File: src/rtl/claw_motion_controller_if.sv
// Claw controller I/O bundle: game/button levels in, motor pulses and status out.
// master drives the buttons; slave is the controller.
interface claw_motion_controller_if;
  logic        game_active;
  logic        btn_left;
  logic        btn_right;
  logic        btn_fwd;
  logic        btn_back;
  logic        btn_drop;
  logic        x_step;
  logic        y_step;
  logic        z_step;
  logic        x_dir;
  logic        y_dir;
  logic        z_dir;
  logic        claw_close;
  logic        busy;
  logic        prize_window;
  logic [2:0]  state;
  logic [15:0] x_pos;
  logic [15:0] y_pos;
  logic [15:0] z_pos;

  modport master (
    output game_active, btn_left, btn_right,
    output btn_fwd, btn_back, btn_drop,
    input  x_step, y_step, z_step,
    input  x_dir, y_dir, z_dir,
    input  claw_close, busy, prize_window,
    input  state, x_pos, y_pos, z_pos
  );

  modport slave (
    input  game_active, btn_left, btn_right,
    input  btn_fwd, btn_back, btn_drop,
    output x_step, y_step, z_step,
    output x_dir, y_dir, z_dir,
    output claw_close, busy, prize_window,
    output state, x_pos, y_pos, z_pos
  );
endinterface

File: src/rtl/claw_motion_controller.sv
// Claw machine motion: tick-paced x/y jog in IDLE, then the automatic
// lower / grab / raise / return / release sequence on a drop request.
module claw_motion_controller #(
  parameter int STEP_DIV    = 100000,
  parameter int X_MAX       = 1000,
  parameter int Y_MAX       = 1000,
  parameter int Z_MAX       = 500,
  parameter int HOLD_CYCLES = 50000000
) (
  input logic                     clock,
  input logic                     reset,
  claw_motion_controller_if.slave bus
);
  localparam int TW = (STEP_DIV > 1) ? $clog2(STEP_DIV) : 1;
  localparam int DW = (HOLD_CYCLES > 1) ? $clog2(HOLD_CYCLES) : 1;
  localparam logic [15:0] XM = 16'(X_MAX);
  localparam logic [15:0] YM = 16'(Y_MAX);
  localparam logic [15:0] ZM = 16'(Z_MAX);

  typedef enum logic [2:0] {
    S_IDLE    = 3'd0,
    S_LOWER   = 3'd1,
    S_GRAB    = 3'd2,
    S_RAISE   = 3'd3,
    S_RETURN  = 3'd4,
    S_RELEASE = 3'd5
  } state_e;

  state_e      state_q, state_d;
  logic [TW-1:0] tick_q;
  logic [DW-1:0] dwell_q;
  logic [15:0] x_q, y_q, z_q;
  logic        drop_q;
  logic        claw_q, busy_q, prize_q;

  logic tick, jog, ret, drop_rise, dwell_done;
  logic x_up, x_dn, y_up, y_dn, z_up, z_dn;
  logic x_step, y_step, z_step;

  assign tick       = (tick_q == TW'(STEP_DIV - 1));
  assign dwell_done = (dwell_q == DW'(HOLD_CYCLES - 1));
  assign jog        = (state_q == S_IDLE) && bus.game_active;
  assign ret        = (state_q == S_RETURN);
  assign drop_rise  = bus.btn_drop && !drop_q;

  // Opposing buttons cancel; limits block the pulse itself.
  assign x_up = jog && bus.btn_right && !bus.btn_left && (x_q < XM);
  assign x_dn = (jog && bus.btn_left && !bus.btn_right || ret)
                && (x_q != 16'd0);
  assign y_up = jog && bus.btn_back && !bus.btn_fwd && (y_q < YM);
  assign y_dn = (jog && bus.btn_fwd && !bus.btn_back || ret)
                && (y_q != 16'd0);
  assign z_up = (state_q == S_LOWER) && (z_q < ZM);
  assign z_dn = (state_q == S_RAISE) && (z_q != 16'd0);

  assign x_step = tick && (x_up || x_dn);
  assign y_step = tick && (y_up || y_dn);
  assign z_step = tick && (z_up || z_dn);

  assign bus.x_step       = x_step;
  assign bus.y_step       = y_step;
  assign bus.z_step       = z_step;
  assign bus.x_dir        = tick && x_up;
  assign bus.y_dir        = tick && y_up;
  assign bus.z_dir        = tick && z_up;
  assign bus.claw_close   = claw_q;
  assign bus.busy         = busy_q;
  assign bus.prize_window = prize_q;
  assign bus.state        = state_q;
  assign bus.x_pos        = x_q;
  assign bus.y_pos        = y_q;
  assign bus.z_pos        = z_q;

  always_comb begin
    state_d = state_q;
    case (state_q)
      S_IDLE:    if (jog && drop_rise) state_d = S_LOWER;
      S_LOWER:   if (z_q == ZM) state_d = S_GRAB;
      S_GRAB:    if (dwell_done) state_d = S_RAISE;
      S_RAISE:   if (z_q == 16'd0) state_d = S_RETURN;
      S_RETURN:  if (x_q == 16'd0 && y_q == 16'd0) state_d = S_RELEASE;
      S_RELEASE: if (dwell_done) state_d = S_IDLE;
      default:   state_d = S_IDLE;
    endcase
  end

  always_ff @(posedge clock or posedge reset) begin
    if (reset) begin
      state_q <= S_IDLE;
      tick_q  <= '0;
      dwell_q <= '0;
      x_q     <= '0;
      y_q     <= '0;
      z_q     <= '0;
      drop_q  <= 1'b1;
      claw_q  <= 1'b0;
      busy_q  <= 1'b0;
      prize_q <= 1'b0;
    end else begin
      state_q <= state_d;
      tick_q  <= tick ? '0 : tick_q + TW'(1);
      drop_q  <= bus.btn_drop;
      if (state_d != state_q) dwell_q <= '0;
      else if (state_q == S_GRAB || state_q == S_RELEASE)
        dwell_q <= dwell_q + DW'(1);
      else dwell_q <= '0;
      if (x_step) x_q <= x_up ? x_q + 16'd1 : x_q - 16'd1;
      if (y_step) y_q <= y_up ? y_q + 16'd1 : y_q - 16'd1;
      if (z_step) z_q <= z_up ? z_q + 16'd1 : z_q - 16'd1;
      // Status flags follow the next state so they align with state_q.
      claw_q  <= (state_d == S_GRAB) || (state_d == S_RAISE);
      busy_q  <= (state_d != S_IDLE);
      prize_q <= (state_d == S_RELEASE);
    end
  end
endmodule

File: src/flat_wrapper.sv
// flat-port wrapper written by rule: the top's interface ports become plain ports
module claw_motion_controller_flat 
#(
  parameter int STEP_DIV    = 100000,
  parameter int X_MAX       = 1000,
  parameter int Y_MAX       = 1000,
  parameter int Z_MAX       = 500,
  parameter int HOLD_CYCLES = 50000000
)
  (clock, reset, bus_game_active, bus_btn_left, bus_btn_right, bus_btn_fwd, bus_btn_back, bus_btn_drop, bus_x_step, bus_y_step, bus_z_step, bus_x_dir, bus_y_dir, bus_z_dir, bus_claw_close, bus_busy, bus_prize_window, bus_state, bus_x_pos, bus_y_pos, bus_z_pos);
  claw_motion_controller_if bus_i ();
  input logic clock;
  input logic reset;
  input wire logic [$bits(bus_i.game_active)-1:0] bus_game_active;
  input wire logic [$bits(bus_i.btn_left)-1:0] bus_btn_left;
  input wire logic [$bits(bus_i.btn_right)-1:0] bus_btn_right;
  input wire logic [$bits(bus_i.btn_fwd)-1:0] bus_btn_fwd;
  input wire logic [$bits(bus_i.btn_back)-1:0] bus_btn_back;
  input wire logic [$bits(bus_i.btn_drop)-1:0] bus_btn_drop;
  output wire logic [$bits(bus_i.x_step)-1:0] bus_x_step;
  output wire logic [$bits(bus_i.y_step)-1:0] bus_y_step;
  output wire logic [$bits(bus_i.z_step)-1:0] bus_z_step;
  output wire logic [$bits(bus_i.x_dir)-1:0] bus_x_dir;
  output wire logic [$bits(bus_i.y_dir)-1:0] bus_y_dir;
  output wire logic [$bits(bus_i.z_dir)-1:0] bus_z_dir;
  output wire logic [$bits(bus_i.claw_close)-1:0] bus_claw_close;
  output wire logic [$bits(bus_i.busy)-1:0] bus_busy;
  output wire logic [$bits(bus_i.prize_window)-1:0] bus_prize_window;
  output wire logic [$bits(bus_i.state)-1:0] bus_state;
  output wire logic [$bits(bus_i.x_pos)-1:0] bus_x_pos;
  output wire logic [$bits(bus_i.y_pos)-1:0] bus_y_pos;
  output wire logic [$bits(bus_i.z_pos)-1:0] bus_z_pos;
  assign bus_i.game_active = bus_game_active;
  assign bus_i.btn_left = bus_btn_left;
  assign bus_i.btn_right = bus_btn_right;
  assign bus_i.btn_fwd = bus_btn_fwd;
  assign bus_i.btn_back = bus_btn_back;
  assign bus_i.btn_drop = bus_btn_drop;
  assign bus_x_step = bus_i.x_step;
  assign bus_y_step = bus_i.y_step;
  assign bus_z_step = bus_i.z_step;
  assign bus_x_dir = bus_i.x_dir;
  assign bus_y_dir = bus_i.y_dir;
  assign bus_z_dir = bus_i.z_dir;
  assign bus_claw_close = bus_i.claw_close;
  assign bus_busy = bus_i.busy;
  assign bus_prize_window = bus_i.prize_window;
  assign bus_state = bus_i.state;
  assign bus_x_pos = bus_i.x_pos;
  assign bus_y_pos = bus_i.y_pos;
  assign bus_z_pos = bus_i.z_pos;
  claw_motion_controller #(.STEP_DIV(STEP_DIV), .X_MAX(X_MAX), .Y_MAX(Y_MAX), .Z_MAX(Z_MAX), .HOLD_CYCLES(HOLD_CYCLES)) u_core (.clock(clock), .reset(reset), .bus(bus_i));
endmodule
File: config.mk
export PLATFORM = sky130hd
export DESIGN_NAME = claw_motion_controller_flat
export DESIGN_NICKNAME = d
export VERILOG_FILES = /design/src/rtl/claw_motion_controller_if.sv /design/src/rtl/claw_motion_controller.sv /design/src/flat_wrapper.sv
export SDC_FILE = /design/constraint.sdc
export NUM_CORES = 1
export LEC_CHECK = 0
export BUFFER_PORTS_ARGS = -buffer_cell sky130_fd_sc_hd__clkbuf_2
export CAP_MARGIN = 15
export CORE_ASPECT_RATIO = 1.2
export CORE_UTILIZATION = 50
export DETAILED_ROUTE_END_ITERATION = 7
export PLACE_DENSITY = 0.67
export SYNTH_ARGS = -nofsm -noshare
export SYNTH_HDL_FRONTEND = slang
export SYNTH_SLANG_ARGS = --single-unit
File: constraint.sdc
create_clock -name clock -period 6.66 [get_ports clock]
set_input_delay 1.332 -clock clock [delete_from_list [all_inputs] [get_ports clock]]
set_output_delay 1.332 -clock clock [all_outputs]
set_load 0.02 [all_outputs]
Word level (Yosys, flattened, before mapping). Cells that the tools add are included. Widths: inputs -> output; s select.

Bits of input ports: 8. Bits in registers: 98. Output and inout bits: 60.

$lt $le $gt $ge: 3. Add/subtract/negate cells: 8. Mux-type cells: 13. Reduce and logical (&&, ||, !) cells: 44. Eq/ne operators: 12.

Operators by type and width (count): $mux 26 (2); $add 16x1->16 const B (3); $logic_not 16->1 (3); $mux 16 (3); $reduce_bool 16->1 (3); $sub 16x1->16 const B (3); $lt 16x10->1 const B (2); $add 26x1->26 const B (1); $eq 26x26->1 const B (1); $logic_and 1x1->1 (24); $mux 3 (6); $pmux 3 s6 (1); $add 17x1->17 const B (1); $eq 17x17->1 const B (1); $mux 17 (1); $eq 16x9->1 const B (1); $lt 16x9->1 const B (1); $eq 3x2->1 const B (4); $eq 3x3->1 const B (3); $logic_or 1x1->1 (7); $logic_not 1->1 (5); $eq 3x1->1 const B (1); $logic_not 3->1 (1); $ne 3x3->1 (1); $reduce_bool 3->1 (1).

Logic depth before layout (Yosys ltp). Gate-level depths: netlist of run 1.

Depth in word-level cells: 8. Gate-level depth with buffers: 13. Mapped depth without buffers: 13.

Worst setup path after synthesis of run 1. Ideal clock, no wire load.

Path kind: input-to-reg. Start point: in bus_game_active. End point: reg u_core.x_q[15] (netlist: u_core.bus.x_pos[15]). Data required time: 6.530 ns. Buffers on the path: 0. Path slack: 2.489 ns. Arrival: 4.041 ns. Setup time: 0.130 ns. Cell stages on the path: 11. Path through: nor4b_2 > nand3b_1 > or3_1 > ha_1 > a211o_1 > a211o_1 > nand3_1 > o21ai_0 > a2111oi_0 > a31oi_1 > xnor2_1.

Word-level cells in the longest chain between the ends: 7. Elaborated cells on any way between the ends: 11. Those cells by class: mux: 1; reduce/logical: 10.

RTL lines: start, declared (line flat_wrapper.sv:14) `input wire logic [$bits(bus_i.game_active)-1:0] bus_game_active;`; $logic_and 1x1->1 * (line claw_motion_controller.sv:42) `assign jog = (state_q == S_IDLE) && bus.game_active;`; $logic_and 1x1->1 (2 in a row) (line claw_motion_controller.sv:48) `assign x_dn = (jog && bus.btn_left && !bus.btn_right || ret)`; $logic_or 1x1->1 (line claw_motion_controller.sv:48); $logic_and 1x1->1 (line claw_motion_controller.sv:49) `&& (x_q != 16'd0);`; $logic_or 1x1->1 (line claw_motion_controller.sv:56) `assign x_step = tick && (x_up || x_dn);`; $logic_and 1x1->1 (line claw_motion_controller.sv:56); end signal, assigned (line claw_motion_controller.sv:107) `if (x_step) x_q <= x_up ? x_q + 16'd1 : x_q - 16'd1;`; end, declared (line claw_motion_controller.sv:32) `logic [15:0] x_q, y_q, z_q;`.

Mark *: on every way between the ends. The rest lies on a longest branch, timed or not. A chain may end at the register's enable or synchronous reset.

Worst setup path after layout of run 1.
Start point: in bus_game_active. End point: out bus_y_dir.

Word-level cells in the longest chain between the ends: 5.

RTL lines: $logic_and 1x1->1 (line claw_motion_controller.sv:42); $logic_and 1x1->1 (3 in a row) (line claw_motion_controller.sv:50) `assign y_up = jog && bus.btn_back && !bus.btn_fwd && (y_q < YM);`; $logic_and 1x1->1 (line claw_motion_controller.sv:64) `assign bus.y_dir = tick && y_up;`; end, declared (line flat_wrapper.sv:24) `output wire logic [$bits(bus_i.y_dir)-1:0] bus_y_dir;`.

Every way passes these cells.

==> results.yml, run 1 <==
outcome:
  status: "finished, final reports clean"
pwr:
  p_comb_share_pct: 1.4
  ir_worst_vdd_v: 0.0000954
  p_leak_nw: 3.52
  switchingPower_w: 0.000229
  clockPowerShare_pct: 45.8
  pwr_density_cell_nw_per_um2: 160
  p_int_w: 0.000898
  pwr-share-seq_pct: 52.8
  p_sw_share_pct: 20.3
synth:
  synth-edff-count: 0
  synthCells: 698
  ys.flop_type: "dfrtp_1"
  syn-cell-area_um2: 6260
  ys_ff_latch: 98
  synth_nets: 754
  ys_async_sr_fraction_pct: 100
  avgSynthCellArea_um2: 8.97
  ys_types: 58
  yosysSeqAreaShare_pct: 39.2
  yosysWarningCount: 0
timing:
  fmax_ghz: 0.231
  min_period_ns: 4.33
  maxSlewHeadroom_pct: 43.0
  whs_ns: 0.476
  rsz0062_at_grt: "false"
  final.setup.tns_ns: 0
  period_share_pct: 65.1
  hold_viol: 0
  tightest_slew_ns: 0.854
  fin_skew_ns: 0.00950
  finalSetupViolCount: 0
  slew_violations: 0
clock_tree:
  cts_tree: "done"
  clk_path_buf_depth: 2
  path_clk_slew_ns: 0.07
  htree_levels: 3
  cts_made_buffers: 9
  insertion_delay_ns: 0.34
  ctsResizeCount: 0
  hold_buffers: 0
  cts-root-buf: "clkbuf_16"
  clock-sinks: 98
  postCtsSetupRepairBufs: 0
grt:
  grt_start_max_net_pins: 67
  grt-ovfl-total: 0
  antenna_found_initial: 0
  grtUsageTotal_pct: 22.5
  grt_pass1_vias: 5040
  grt_pass1_wl_mm: 23.9
cells_and_area:
  finalInstanceArea_um2: 7060
  mostFrequentLayoutCells: "dfrtp_1, nand2_1, clkbuf_2, nor2_1, o21ai_0"
  post-route-util_pct: 58.0
  drive_above_1_share_pct: 13.1
  areaGrowthSynthToFinish_pct: 12.7
  fillCellCount: 1096
  final_common_cell: "dfrtp_1"
  nNetsFinal: 821
  diodes: 0
setup_path:
  cp.arrival_ns: 3.00
  worstSetupPathType: "input pin to primary output"
  path_cells: "clkbuf_2 -> nor4b_2 -> nand3b_1 -> or3_1 -> nor2_1 -> clkbuf_2"
  crit_slowest_cell: "or3_1"
  crit_path_frequent_cell: "clkbuf_2"
  end_kind: "primary output"
  timing.critical_path.buf_inv: 2
  start_kind: "input pin"
  max_stage_delay_ns: 0.68
  crit_required_ns: 5.33
  crit_family: "simple AND/OR/NAND/NOR gates"
  crit_fanout: 16
floorplan:
  core_um2: 12200
  die_w_um: 104
  dieArea_um2: 13000
  die_h_um: 125
  num_io_pins: 68
  fp-row-count: 44
  initial_utilization_pct: 51.5
worst_hold_path:
  hp-class: "flop to flop"
placed_design:
  placed_area_um2: 6760
  dp_hpwl_mm: 10.3
  port_buffers: 67
  gp_congestion: 0.865
drt:
  routed-via-count: 5218
  vias_per_cell: 5.60
  drt_iter0_drc: 202
  drt-total-wl_mm: 14.0
  final_antenna_net_count: 0
  wl_per_cell_um: 15.1
  drc: 0
  firstDrtPassIters: 4
flow_run:
  cap_violations: 0
[metal layers]
| metal | up-vias | global-route usage (%) | share of wire (%) |
|---|---|---|---|
| met3 | 12 | 4.13 | 3.5 |
| met5 | - | 0 | 0 |
| met1 | 2481 | 29.6 | 46 |
| li1 | 2641 | - | - |
| met4 | 0 | 6.97 | 1.0 |
| met2 | 84 | 37.6 | 50 |
[power by group through the flow]
stage | registers, W | logic, W | clock network (W)
6_report | 0.000596 | 0.0000157 | 0.000516
5_1_grt | 0.000595 | 0.0000188 | 0.000554
4_1_cts | 0.000595 | 0.0000168 | 0.000534
3_5_place_dp | 0.000607 | 0.0000168 | 0
3_3_place_gp | 0.000607 | 0.0000166 | 0
2_1_floorplan | 0.000607 | 0.00000948 | 0
[synthesized netlist by cell type, types with 2 or more instances]
cell type | n | area, um^2
nor2b_1 | 2 | 12.5
o21ai_0 | 65 | 325
nor3_1 | 15 | 75.1
o211ai_1 | 4 | 30.0
a2111oi_0 | 2 | 17.5
dfrtp_1 | 97 | 2430
nand3_1 | 22 | 110
fa_1 | 3 | 60.1
or4_1 | 4 | 30.0
and3_2 | 3 | 22.5
a211oi_1 | 4 | 30.0
and4_1 | 3 | 26.3
nor2_1 | 65 | 244
a21oi_1 | 43 | 215
a31oi_1 | 4 | 25.0
o21bai_1 | 4 | 30.0
a21o_1 | 14 | 105
buf_2 | 5 | 25.0
nand4_1 | 13 | 81.3
o21a_1 | 11 | 82.6
a211o_1 | 5 | 43.8
and2_1 | 4 | 25.0
nand2_1 | 88 | 330
xor2_1 | 42 | 368
clkbuf_1 | 7 | 26.3
a22oi_1 | 2 | 15.0
nor4_1 | 12 | 75.1
ha_1 | 45 | 563
o211a_1 | 3 | 30.0
xnor2_1 | 36 | 315
a31o_2 | 2 | 17.5
or3_1 | 9 | 56.3
inv_1 | 13 | 48.8
or2_2 | 3 | 18.8
and3_1 | 14 | 87.6
nand3b_1 | 4 | 30.0
nand2b_1 | 5 | 31.3
[worst paths after layout]
path                                                   from  slack, ns  depth (start not counted)                          endpoint
max in group asynchronous                             reset       4.48                          3   u_core.bus.y_pos[9]$_DFFE_PP0P_
setup reg to reg           u_core.bus.x_pos[10]$_DFFE_PP0P_       2.76                         11  u_core.bus.x_pos[15]$_DFFE_PP0P_
hold reg to reg                  u_core.tick_q[0]$_DFF_PP0_       0.48                          1        u_core.tick_q[0]$_DFF_PP0_
hold / removal                   u_core.tick_q[0]$_DFF_PP0_       0.48                          1        u_core.tick_q[0]$_DFF_PP0_
setup / recovery                            bus_game_active       2.33                          6                         bus_y_dir
min in group asynchronous                             reset       0.98                          2      u_core.dwell_q[18]$_DFF_PP0_
[flip-flops by register name (all words and copies together), names as in the netlist]
register	flops
u_core.tick_q	17
u_core.drop_q	1
u_core.bus.claw_close	1
u_core.bus.x_pos	16
u_core.dwell_q	26
u_core.bus.busy	1
u_core.bus.state	3
u_core.bus.y_pos	16
u_core.bus.z_pos	16
u_core.bus.prize_window	1
[cell families (layout without fill, tap and decap cells)]
logic type | after synthesis | in the layout | synth area share, %
compound gates | 175 | 175 | 17.1
mux | 2 | 2 | 0.340
flops | 98 | 98 | 39.2
simple gates | 269 | 269 | 20.6
fa+ha+maj | 48 | 48 | 9.95
xor+xnor | 78 | 78 | 10.9
buf+inv | 28 | 100 | 1.98
[layout make-up]
class	instances	area, um^2	area share (%)
multi-input cells	572	3690	52.3
flip-flops and latches	98	2450	34.8
clock inverters	5	53.8	0.762
inverters	13	51.3	0.727
repair buffers	71	365	5.18
clock buffers	11	243	3.44
well taps	161	201	2.85
[metrics by stage]
stage                     power (W)  setup WS [ns]  cells
after floorplan            0.000616           2.49    698
after global placement     0.000623           2.12    915
after detailed placement   0.000624           2.04    915
after CTS                   0.00115           2.30    931
after global routing        0.00117           2.02    931
final                       0.00113           2.33    931
Power figures use the tool's default switching activity.
==> run 2: changes to the inputs <==
==> constraint.sdc (replaced) <==
create_clock -name clock -period 4.45 [get_ports clock]
set_input_delay 0.89 -clock clock [delete_from_list [all_inputs] [get_ports clock]]
set_output_delay 0.89 -clock clock [all_outputs]
set_load 0.02 [all_outputs]
==> run 2 against run 1 <==
Compared with the run above: combinational power rose by 57%; clock skew rose by 0.0022 ns; largest cell class unchanged; core utilization rose by 0.47 points; sequential power rose by 49%; power rose by 59%; final area rose by 0.82%; register-to-register slack got worse by 2.2 ns; global-route usage rose by 0.32 points; die area did not move.
==> results.yml, run 2 (synthesis gave the netlist of run 1 again) <==
worst_hold_path:
  hp-class: "flop to flop"
  min_path_cells: 1
timing:
  finalSetupViolCount: 0
  fin_ws_ns: 0.588
  whs_ns: 0.464
  maxSlewHeadroom_pct: 46.6
  min_period_ns: 3.86
  rsz0062_at_grt: "false"
  fmax_ghz: 0.259
  period_share_pct: 86.8
  slew_violations: 0
  final.setup.tns_ns: 0
  tightest_slew_ns: 0.795
  fin_skew_ns: 0.0117
  hold_viol: 0
setup_path:
  path_cells: "inv_1 -> or3_1 -> nor2_1 -> o21a_1 -> inv_1 -> fa_1 -> a211oi_1 -> o21bai_1 -> or3_1 -> a31o_2 -> a221oi_1 -> xor2_1 -> o21ai_0"
  crit_required_ns: 4.67
  r2r_cells: 13
  end_kind: "flop"
  crit_slowest_cell: "fa_1"
  crit_fanout: 18
  worstSetupPathType: "flop to flop"
  start_kind: "flop"
  cp.arrival_ns: 4.08
  max_stage_delay_ns: 0.55
  timing.critical_path.buf_inv: 2
  cp.depth: 13
  crit_family: "compound AO/OA/AOI/OAI gates"
cells_and_area:
  largestRegisters: "u_core.dwell_q: 26 flops, u_core.tick_q: 17 flops"
  nNetsFinal: 823
  mostFrequentLayoutCells: "dfrtp_1, nand2_1, clkbuf_2, nor2_1, o21ai_0"
  areaGrowthSynthToFinish_pct: 13.6
  final_common_cell: "dfrtp_1"
  largest_reg_flops: 26
  drive_above_1_share_pct: 13.5
  diodes: 0
  largest_register: "u_core.dwell_q"
drt:
  drc: 0
  drt_iter0_drc: 193
  final_antenna_net_count: 0
  routed-via-count: 5257
  firstDrtPassIters: 4
  drt-total-wl_mm: 14.2
  vias_per_cell: 5.63
  wl_per_cell_um: 15.2
grt:
  grtUsageTotal_pct: 22.8
  grt_pass1_wl_mm: 24.2
  grt_start_max_net_pins: 39
  grt-ovfl-total: 0
  antenna_found_initial: 0
  grt_pass1_vias: 5144
clock_tree:
  path_clk_slew_ns: 0.07
  insertion_delay_ns: 0.35
  htree_levels: 3
  postCtsSetupRepairBufs: 0
  cts_made_buffers: 9
  clk_path_buf_depth: 2
  clock-sinks: 98
  hold_buffers: 0
  cts_tree: "done"
  ctsResizeCount: 0
  cts-root-buf: "clkbuf_16"
floorplan:
  die_h_um: 125
  num_io_pins: 68
  initial_utilization_pct: 51.5
  dieArea_um2: 13000
  die_w_um: 104
  fp-row-count: 44
  core_um2: 12200
placed_design:
  pre_cts_ws_ns: 0.285
  dp_hpwl_mm: 10.5
  port_buffers: 67
  gp_congestion: 0.888
pwr:
  ir_worst_vdd_v: 0.000159
  p_leak_nw: 3.55
  pwr_density_cell_nw_per_um2: 252
flow_run:
  cap_violations: 0
outcome:
  status: "finished, final reports clean"
-- run 2: cell count changes in the layout (fill, tap and decap cells not counted) --
| cell | previous run | this run |
|---|---|---|
| clkbuf_8 | 1 | 3 |
| bufinv_16 | 1 | 2 |
| clkinv_2 | 3 | 1 |
| clkinvlp_4 | 0 | 1 |
| buf_4 | 4 | 6 |
| clkbuf_1 | 1 | 0 |
| clkinv_4 | 1 | 0 |
-- run 2: stage by stage --
| stage | util (%) | power, W | std cells | instance area (um^2) |
|---|---|---|---|---|
| after global placement | 55.7 | 0.000934 | 917 | 6780 |
| after detailed placement | 55.7 | 0.000935 | 917 | 6780 |
| final | 58.5 | 0.00179 | 933 | 7110 |
| after floorplan | - | 0.000923 | 698 | 6260 |
| after CTS | 58.5 | 0.00181 | 933 | 7110 |
| after global routing | 58.5 | 0.00185 | 933 | 7110 |
-- run 2: final cells by class --
class / count / area, um^2
fill: 1060 / 5050
multi-input combinational: 572 / 3690
sequential: 98 / 2450
timing repair buffer: 73 / 380
clock buffer: 12 / 267
tap: 161 / 201
clock inverter: 4 / 72.6
inverter: 13 / 51.3
-- run 2: worst paths after layout --
check | from | end | slack (ns)
max in group asynchronous | reset | u_core.drop_q$_DFF_PP1_ | 3.02
min in group asynchronous | reset | u_core.dwell_q[24]$_DFF_PP0_ | 0.56
min reg2reg | u_core.tick_q[4]$_DFF_PP0_ | u_core.tick_q[4]$_DFF_PP0_ | 0.46
max | u_core.bus.state[0]$_DFF_PP0_ | u_core.bus.z_pos[14]$_DFFE_PP0P_ | 0.59
max reg2reg | u_core.bus.state[0]$_DFF_PP0_ | u_core.bus.z_pos[14]$_DFFE_PP0P_ | 0.59
min | u_core.tick_q[4]$_DFF_PP0_ | u_core.tick_q[4]$_DFF_PP0_ | 0.46
-- run 2: metal layers --
| metal | vias to the layer above | wire length (um) | global-route usage, % |
|---|---|---|---|
| met1 | 2491 | 6550 | 30.6 |
| met5 | - | 0 | 0 |
| li1 | 2644 | - | - |
| met4 | 0 | 233 | 8.57 |
| met3 | 18 | 467 | 3.19 |
| met2 | 104 | 6910 | 37.5 |
-- run 2: power by group --
part | leakage (nW) | internal (W) | switching [W]
registers | 1.34 | 0.000891 | 0.0000000889
clock network | 0.165 | 0.000538 | 0.000341
logic | 2.04 | 0.00000442 | 0.0000202
==> run 3: changes to the inputs <==
--- a/config.mk
+++ b/config.mk
@@ -5,12 +5,11 @@
 export SDC_FILE = /design/constraint.sdc
 export NUM_CORES = 1
 export LEC_CHECK = 0
-export BUFFER_PORTS_ARGS = -buffer_cell sky130_fd_sc_hd__clkbuf_2
 export CAP_MARGIN = 15
 export CORE_ASPECT_RATIO = 1.2
 export CORE_UTILIZATION = 50
 export DETAILED_ROUTE_END_ITERATION = 7
-export PLACE_DENSITY = 0.67
+export DONT_BUFFER_PORTS = 1
 export SYNTH_ARGS = -nofsm -noshare
 export SYNTH_HDL_FRONTEND = slang
 export SYNTH_SLANG_ARGS = --single-unit
==> run 3 against run 2 <==
Compared with the run above: hold slack gained 0.0055 ns; global-route usage shrank 0.11 points; maximum frequency shrank 2.0%; routed wire length is 1.2% lower; power decreased by 1.7%; critical path depth decreased by 8; via count down 3.8%; sequential cell count is the same; non-clock buffer count fell by 66; largest cell class unchanged; highest routed layer unchanged.
==> results.yml, run 3 (synthesis gave the netlist of run 1 again) <==
timing:
  fmax_ghz: 0.254
  hold_viol: 0
  tightest_slew_ns: 1.04
  slew_violations: 0
  final.setup.tns_ns: 0
  rsz0062_at_grt: "false"
  finalSetupViolCount: 0
  whs_ns: 0.469
  min_period_ns: 3.94
  fin_skew_ns: 0.00780
  period_share_pct: 88.5
  maxSlewHeadroom_pct: 30.8
placed_design:
  dp_hpwl_mm: 10.3
  gp_congestion: 0.895
  placed_area_um2: 6450
  port_buffers: 0
floorplan:
  initial_utilization_pct: 51.5
  num_io_pins: 68
  die_h_um: 125
  core_um2: 12200
  fp-row-count: 44
  dieArea_um2: 13000
  die_w_um: 104
clock_tree:
  ctsResizeCount: 0
  cts-root-buf: "clkbuf_16"
  cts_tree: "done"
  path_clk_slew_ns: 0.07
  clk_path_buf_depth: 2
  htree_levels: 3
  insertion_delay_ns: 0.35
  clock-sinks: 98
  cts_made_buffers: 9
  hold_buffers: 0
  postCtsSetupRepairBufs: 0
setup_path:
  crit_required_ns: 3.56
  worstSetupPathType: "flop to primary output"
  cp.arrival_ns: 3.05
  end_kind: "primary output"
  crit_fanout: 30
  max_stage_delay_ns: 0.82
  start_kind: "flop"
  crit_family: "compound AO/OA/AOI/OAI gates"
  crit_slowest_cell: "o21ai_2"
  path_cells: "nor4_1 -> nand4_1 -> o211a_1 -> o21ai_2 -> inv_1"
  timing.critical_path.buf_inv: 1
grt:
  antenna_found_initial: 0
  grt_pass1_wl_mm: 24.0
  grt_start_max_net_pins: 69
  grt-ovfl-total: 0
  grt_pass1_vias: 5029
  grtUsageTotal_pct: 22.7
drt:
  top_layer_used: "met4"
  routed-via-count: 5057
  drt_iter0_drc: 229
  firstDrtPassIters: 4
  drc: 0
  wl_met3_um: 682
  wl_met1_mm: 6.33
  vias_per_cell: 5.83
  met2WireLength_mm: 6.77
  drt-total-wl_mm: 14.0
  final_antenna_net_count: 0
  wl_per_cell_um: 16.1
outcome:
  status: "finished, final reports clean"
cells_and_area:
  mostFrequentLayoutCells: "dfrtp_1, nand2_1, nor2_1, o21ai_0, ha_1"
  largest_register: "u_core.dwell_q"
  final_common_cell: "dfrtp_1"
  nNetsFinal: 757
  diodes: 0
  largestRegisters: "u_core.dwell_q: 26 flops, u_core.tick_q: 17 flops"
  post-route-util_pct: 55.7
  drive_above_1_share_pct: 5.52
  largest_reg_flops: 26
  finalInstanceArea_um2: 6780
  areaGrowthSynthToFinish_pct: 8.21
pwr:
  p_leak_nw: 3.23
  ir_worst_vdd_v: 0.000178
  pwr_density_cell_nw_per_um2: 260
flow_run:
  cap_violations: 0
worst_hold_path:
  hp-class: "flop to flop"
run 3: cell types whose count changed in the layout (fill, tap and decap cells not counted):
cell        previous run  this run
buf_4                  6         7
inv_6                  0         2
clkinv_2               1         0
clkinvlp_4             1         3
o21ai_2                2         3
o21ai_1                1         0
clkbuf_2              67         0
clkbuf_8               3         0
run 3: metrics by stage:
stage | setup slack, ns | total power [W] | cells
CTS | 0.486 | 0.00179 | 867
finish | 0.511 | 0.00176 | 867
floorplan | 0.721 | 0.000923 | 698
global placement | 0.512 | 0.000929 | 851
global route | 0.247 | 0.00182 | 867
detailed placement | 0.432 | 0.000929 | 851
run 3: cell type report:
class                      instances  area [um^2]
multi-input combinational        572         3690
sequential                        98         2450
tap                              161          201
inverter                          13         51.3
timing repair buffer               7         52.6
clock buffer                       9          225
fill                            1120         5390
clock inverter                     7          100
run 3: worst paths after layout:
check / slack [ns] / endpoint / cells past startpoint / start
max: 0.51 / bus_y_step / 5 / u_core.bus.y_pos[15]$_DFFE_PP0P_
min: 0.47 / u_core.tick_q[4]$_DFF_PP0_ / 1 / u_core.tick_q[4]$_DFF_PP0_
max reg2reg: 0.57 / u_core.bus.x_pos[15]$_DFFE_PP0P_ / 11 / u_core.bus.state[1]$_DFF_PP0_
min reg2reg: 0.47 / u_core.tick_q[4]$_DFF_PP0_ / 1 / u_core.tick_q[4]$_DFF_PP0_
max in group asynchronous: 2.94 / u_core.tick_q[2]$_DFF_PP0_ / 2 / reset
min in group asynchronous: 0.59 / u_core.bus.y_pos[10]$_DFFE_PP0P_ / 1 / reset
run 3: worst reg2reg max path, cell delays in order, from the launching register on:
cell       delay, ns
dfrtp_1         0.57
nor4b_2         0.46
nand3b_1        0.14
or3_1           0.58
ha_1            0.46
a211o_1         0.34
a211o_1         0.29
nand3_1         0.09
o21ai_0         0.11
a2111oi_0       0.47
a31oi_1         0.10
xnor2_1         0.14
run 3: power breakdown:
part | switching (W) | total (W) | internal, W
registers | 0.0000000794 | 0.000891 | 0.000891
logic | 0.0000175 | 0.0000192 | 0.00000171
clock network | 0.000357 | 0.000854 | 0.000497
total | 0.000374 | 0.00176 | 0.00139
run 3: routing by layer:
layer	vias up	GRT usage (%)
li1	2516	-
met1	2436	28.7
met2	88	38.3
met3	17	6.07
met4	0	6.22
met5	-	0
